File: config.mk
export PLATFORM = sky130hd
export DESIGN_NAME = sha3_digest_axis_tx
export DESIGN_NICKNAME = d
export VERILOG_FILES = /design/src/rtl/sha3_digest_axis_tx.sv
export SDC_FILE = /design/constraint.sdc
export NUM_CORES = 1
export LEC_CHECK = 0
export BUFFER_PORTS_ARGS = -buffer_cell sky130_fd_sc_hd__buf_2
export CAP_MARGIN = 30
export CORE_AREA = 2 2 642 644
export CTS_CLUSTER_DIAMETER = 50
export CTS_CLUSTER_SIZE = 40
export DETAILED_ROUTE_END_ITERATION = 6
export DIE_AREA = 0 0 644 646
export PLACE_DENSITY_LB_ADDON = 0.2
export SLEW_MARGIN = 20
export SYNTH_ARGS = -nofsm -noshare
export SYNTH_HDL_FRONTEND = slang
export SYNTH_SLANG_ARGS = --single-unit
File: constraint.sdc
create_clock -name ACLK -period 2.45 [get_ports ACLK]
set_input_delay 0.1225 -clock ACLK [delete_from_list [all_inputs] [get_ports ACLK]]
set_output_delay 0.1225 -clock ACLK [all_outputs]
set_load 0.02 [all_outputs]
File: src/rtl/sha3_digest_axis_tx.sv
// Captures the leading 8 lanes of the final Keccak state and streams the truncated
// SHA-3 digest as 16-bit AXI-Stream beats. Optional feature macro: DIGEST_OVERRUN_EN.
module sha3_digest_axis_tx #(
  parameter int TDATA_W = 16,
  parameter int TID_W   = 2
) (
  input  logic                    ACLK,
  input  logic                    ARESET,
  input  logic [0:4][0:4][63:0]   state_in,
  input  logic                    hash_valid,
  output logic                    hash_ready,
  input  logic [TID_W-1:0]        ID,
  output logic [TDATA_W-1:0]      TDATA,
  output logic                    TVALID,
  input  logic                    TREADY,
  output logic                    TLAST,
  output logic [TID_W-1:0]        TID,
`ifdef DIGEST_OVERRUN_EN
  output logic                    overrun,
`endif
  output logic                    busy
);

  generate
    if (TDATA_W != 16) begin : g_bad_tdata_w
      $error("sha3_digest_axis_tx: only TDATA_W=16 is supported");
    end
    if (TID_W < 2) begin : g_bad_tid_w
      $error("sha3_digest_axis_tx: TID_W must be at least 2");
    end
  endgenerate

  typedef enum logic {IDLE, SEND} state_t;

  state_t       state_reg;
  logic [511:0] digest_reg;
  logic [4:0]   cnt_reg;
  logic [4:0]   last_reg;
  logic [511:0] cap_lanes;

  // Digest lane i is lane (x=i%5, y=i/5); lane 0 sits in the low 64 bits.
  genvar gi;
  generate
    for (gi = 0; gi < 8; gi++) begin : g_lane
      assign cap_lanes[64*gi +: 64] = state_in[gi % 5][gi / 5];
    end
  endgenerate

  // Beat k covers digest bits [16k+15:16k]; the lower byte goes out first in TDATA[15:8].
  function automatic logic [15:0] beat_of(input logic [511:0] d, input logic [4:0] k);
    logic [8:0] base;
    base = {k, 4'd0};
    return {d[base +: 8], d[base + 9'd8 +: 8]};
  endfunction

  function automatic logic [4:0] last_idx(input logic [1:0] mode);
    case (mode)
      2'd0:    return 5'd13;
      2'd1:    return 5'd15;
      2'd2:    return 5'd23;
      default: return 5'd31;
    endcase
  endfunction

  always_ff @(posedge ACLK) begin
    if (ARESET) begin
      state_reg  <= IDLE;
      digest_reg <= '0;
      cnt_reg    <= '0;
      last_reg   <= '0;
      hash_ready <= 1'b1;
      TVALID     <= 1'b0;
      TLAST      <= 1'b0;
      TDATA      <= '0;
      TID        <= '0;
      busy       <= 1'b0;
`ifdef DIGEST_OVERRUN_EN
      overrun    <= 1'b0;
`endif
    end else begin
      case (state_reg)
        IDLE: begin
          if (hash_valid) begin
            digest_reg <= cap_lanes;
            TID        <= ID;
            last_reg   <= last_idx(ID[1:0]);
            cnt_reg    <= '0;
            TDATA      <= beat_of(cap_lanes, 5'd0);
            TVALID     <= 1'b1;
            TLAST      <= 1'b0;
            hash_ready <= 1'b0;
            busy       <= 1'b1;
            state_reg  <= SEND;
          end
        end
        SEND: begin
          // TVALID is constantly high here, so TREADY alone marks a handshake.
          if (TREADY) begin
            if (cnt_reg == last_reg) begin
              TVALID     <= 1'b0;
              TLAST      <= 1'b0;
              hash_ready <= 1'b1;
              busy       <= 1'b0;
              state_reg  <= IDLE;
            end else begin
              cnt_reg <= cnt_reg + 5'd1;
              TDATA   <= beat_of(digest_reg, cnt_reg + 5'd1);
              TLAST   <= ((cnt_reg + 5'd1) == last_reg);
            end
          end
        end
        default: state_reg <= IDLE;
      endcase
`ifdef DIGEST_OVERRUN_EN
      if (state_reg == IDLE && hash_valid)
        overrun <= 1'b0;
      else if (busy && hash_valid)
        overrun <= 1'b1;
`endif
    end
  end

endmodule

==> results.md <==
- Status: finished with violations
- Failing checks: setup timing
- Reg-to-Reg Start: cnt_reg[0]
- DR iter-0 viols: 1246
- Initial antenna violation count: 96
- Flop2flop setup slack: -220 ps
- Via density per instance: 2.54
- Via count: 23600
- # Max-Cap Violations: 0
- Max-slew violation count: 0
- Worst reg2reg path depth: 7
- Max reg flops: 512
- Clock latency on the worst-skew pair: 700 ps
- Largest net degree at the start of global routing: 122
- Post-synth EDFFs: 0
- Grt ovf: 0
- Dpl hpwl: 123000 um
- Simple-Gate Fraction of Synth Area: 0.184
- Worst reg2reg path endpoint: TDATA[5]
- Final WS setup: -220 ps
- Leak: 14.6 nW
- Synth unique cells: 42
- PD cells: 678 nW/um^2
- Final Power: 28.5 mW
- Pre-CTS WS: -608 ps
- DRT antenna net count: 0
- Post-synth top area share: 0.477
- Max Clk Rate: 375 MHz
- Worst path required time: 3000 ps
- Final hold violations: 0
- Adder-Cell Fraction of Synth Area: 0.000549
- Largest cells by area after synthesis: dfxtp_1 (48%), nand2_1 (17%), mux4_2 (14%)
- DR WL/cell: 16.9 um
- TritonCTS clock tree: built
- Highest routed layer: met5
- Gate Count Post-Synth: 2657
- Core area: 409000 um^2
- Syn. warnings: 0
- Seq cells post-synth: 543
- Clock transition at the registers of the reported paths: 50 ps
- Post-Syn Area: 22800 um^2
- Mux share of post-synthesis cell area: 0.144
- Die Ht: 646 um
- Worst Skew: 29.6 ps
- H-tree depth: 3
- Async set-reset flop share out of synthesis: 0
- Syn_nets: 4264
- Worst-margin pin slew: 697 ps
- Mean Syn Cell Area: 8.57 um^2
- Clk root buf: clkbuf_16
- GPL Wtd Cong: 0.753
- IO Count: 1628
- Number of global-route vias before repair: 24200
- Met3 wire len: 6690 um
- Critical-path maximum fanout: 11
- Worst Hold Launch: state_in[288]
- Layout cell share with drive strength beyond 1: 0.278
- Crit Path Class: reg2reg
- IO Port Bufs: 539
- Largest family of logic cells by synthesized area: simple AND/OR/NAND/NOR gates
- Row Count: 235
- Setup TNS: -2620 ps
- Seq/Total Area, Yosys: 0.477
- Final setup vio count: 16
- WP data arrival: 3220 ps
- Total length of routed wires: 157000 um
- Slew Limit Headroom: 0.534
- Initial Util: 0.0557
- Post-synth top flop: dfxtp_1
- Clk buf depth: 3
- Final net count: 5342
- Compound-Gate Fraction of Synth Area: 0.147
- Hold depth: 4
- Final period utilization: 1.09
- CP Launch Type: register
- M1 WL: 64400 um
- Worst vdd ir: 431 uV
- Synth area leader: dfxtp_1
- Hold endpoint: digest_reg[288]
- Die ar.: 416000 um^2
- Clock net sink count: 543
- Hold WS: 213 ps
- Drt pass-1 iters: 5
- First-pass GRT wire length: 207000 um
- DRC Markers: 0
- Setup crit end kind: register
- Die width: 644 um
- Tot GR Track Use: 0.0732
- Final worst path period need: 2670 ps
- Met2 WL: 77400 um
- Xor/xnor share of the synthesized area: 0.00379
- RSZ-0062 raised after global routing: true
- Worst hold path class: in2reg
- Num CTS Buffers: 95
- Area grow syn2layout: 84.8%
-- where the power goes --
group | internal [mW] | switching, mW | total (mW)
clock | 8.96 | 5.49 | 14.5
combinational | 1.91 | 2.45 | 4.36
sequential | 9.39 | 0.339 | 9.72
total | 20.3 | 8.28 | 28.5
-- worst max-delay path, cell delays in order (launching register included) --
cell	delay [ps]
dfxtp_4	350
ha_4	330
buf_12	170
buf_16	170
mux4_2	610
mux4_2	680
inv_2	100
o32ai_2	60
-- through the flow --
| stage | util | std cells | area, um^2 |
|---|---|---|---|
| final | 0.103 | 9285 | 42100 |
| after global placement | 0.0806 | 8549 | 32900 |
| after global routing | 0.103 | 9279 | 42100 |
| after floorplan | - | 2657 | 22800 |
| after CTS | 0.102 | 9257 | 41900 |
| after detailed placement | 0.0806 | 8549 | 32900 |
-- cell type report --
type                       count  area, um^2
sequential                   543       10900
fill                       47500      367000
tap                         5451        6820
clock buffer                 112        2530
inverter                      16        68.8
multi-input combinational   1871       11100
antenna                       20        50.0
clock inverter                64         857
timing repair buffer        1208        9770
-- worst max-delay path by stage --
stage / cells past startpoint / start / endpoint
2_1_floorplan: 8 / cnt_reg[1] / TDATA[0]
3_3_place_gp: 8 / cnt_reg[1] / TDATA[2]
3_5_place_dp: 8 / cnt_reg[1] / TDATA[2]
4_1_cts: 7 / cnt_reg[0] / TDATA[7]
5_1_grt: 10 / cnt_reg[0] / TDATA[13]
6_report: 7 / cnt_reg[0] / TDATA[5]
-- metal layers --
| layer | track usage | up-vias |
|---|---|---|
| met5 | 0 | - |
| met4 | 0.0395 | 22 |
| met3 | 0.0128 | 255 |
| met2 | 0.126 | 676 |
| met1 | 0.0861 | 11400 |
| li1 | - | 11200 |
-- placed cells by master, fill, tap and decap left out, types with 8 or more instances in the layout --
cell type,count
nand2_1,1035
a22oi_1,16
buf_12,42
mux4_2,142
clkbuf_1,8
o32ai_2,13
diode_2,20
inv_6,12
nor2_1,43
buf_4,90
clkbuf_16,96
bufinv_16,14
o21a_1,12
dfxtp_1,541
a21oi_1,534
buf_2,538
inv_2,10
clkinv_4,8
clkinv_2,13
a22oi_2,12
buf_6,10
clkinvlp_4,11
clkbuf_8,9
dlygate4sd3_1,518
-- Yosys cell counts, types with 2 or more instances --
cell type / count
buf_4: 2
a311oi_1: 3
mux4_2: 142
and3_1: 2
buf_6: 3
nor3_1: 3
xnor2_1: 3
nand2_1: 1036
nand3b_1: 2
inv_1: 16
buf_1: 4
o32ai_2: 12
a22oi_1: 28
o32a_1: 2
mux2i_1: 6
or3_1: 2
o32ai_1: 2
o2111ai_1: 2
nor2b_1: 2
mux2_2: 2
nand3_1: 4
a31oi_1: 3
xor2_1: 5
a21oi_1: 535
o21a_1: 14
buf_2: 29
nand2b_1: 2
dfxtp_1: 543
clkbuf_1: 189
o21ai_0: 3
nor2_1: 45
-- cells by family (layout without fill, tap and decap cells) --
logic type               count (synthesis)  after routing
other                                    0             20
AND/OR/NAND/NOR                       1103           1103
XOR/XNOR                                 9              9
buffers and inverters                  243           1400
adder cells (fa/ha/maj)                  1              1
AO/OA/AOI/OAI                          608            608
multiplexers                           150            150
flip-flops                             543            543
-- timing repair --
action                                  4_1_cts  5_1_grt
buffers inserted                             11        7
hold buffers                                518        0
pin swaps                                     1       10
endpoints found under the setup margin       16       16
resized for setup                            31       27
cloned                                        3        1
endpoints found under the hold margin       526        0
Power figures use the tool's default switching activity.
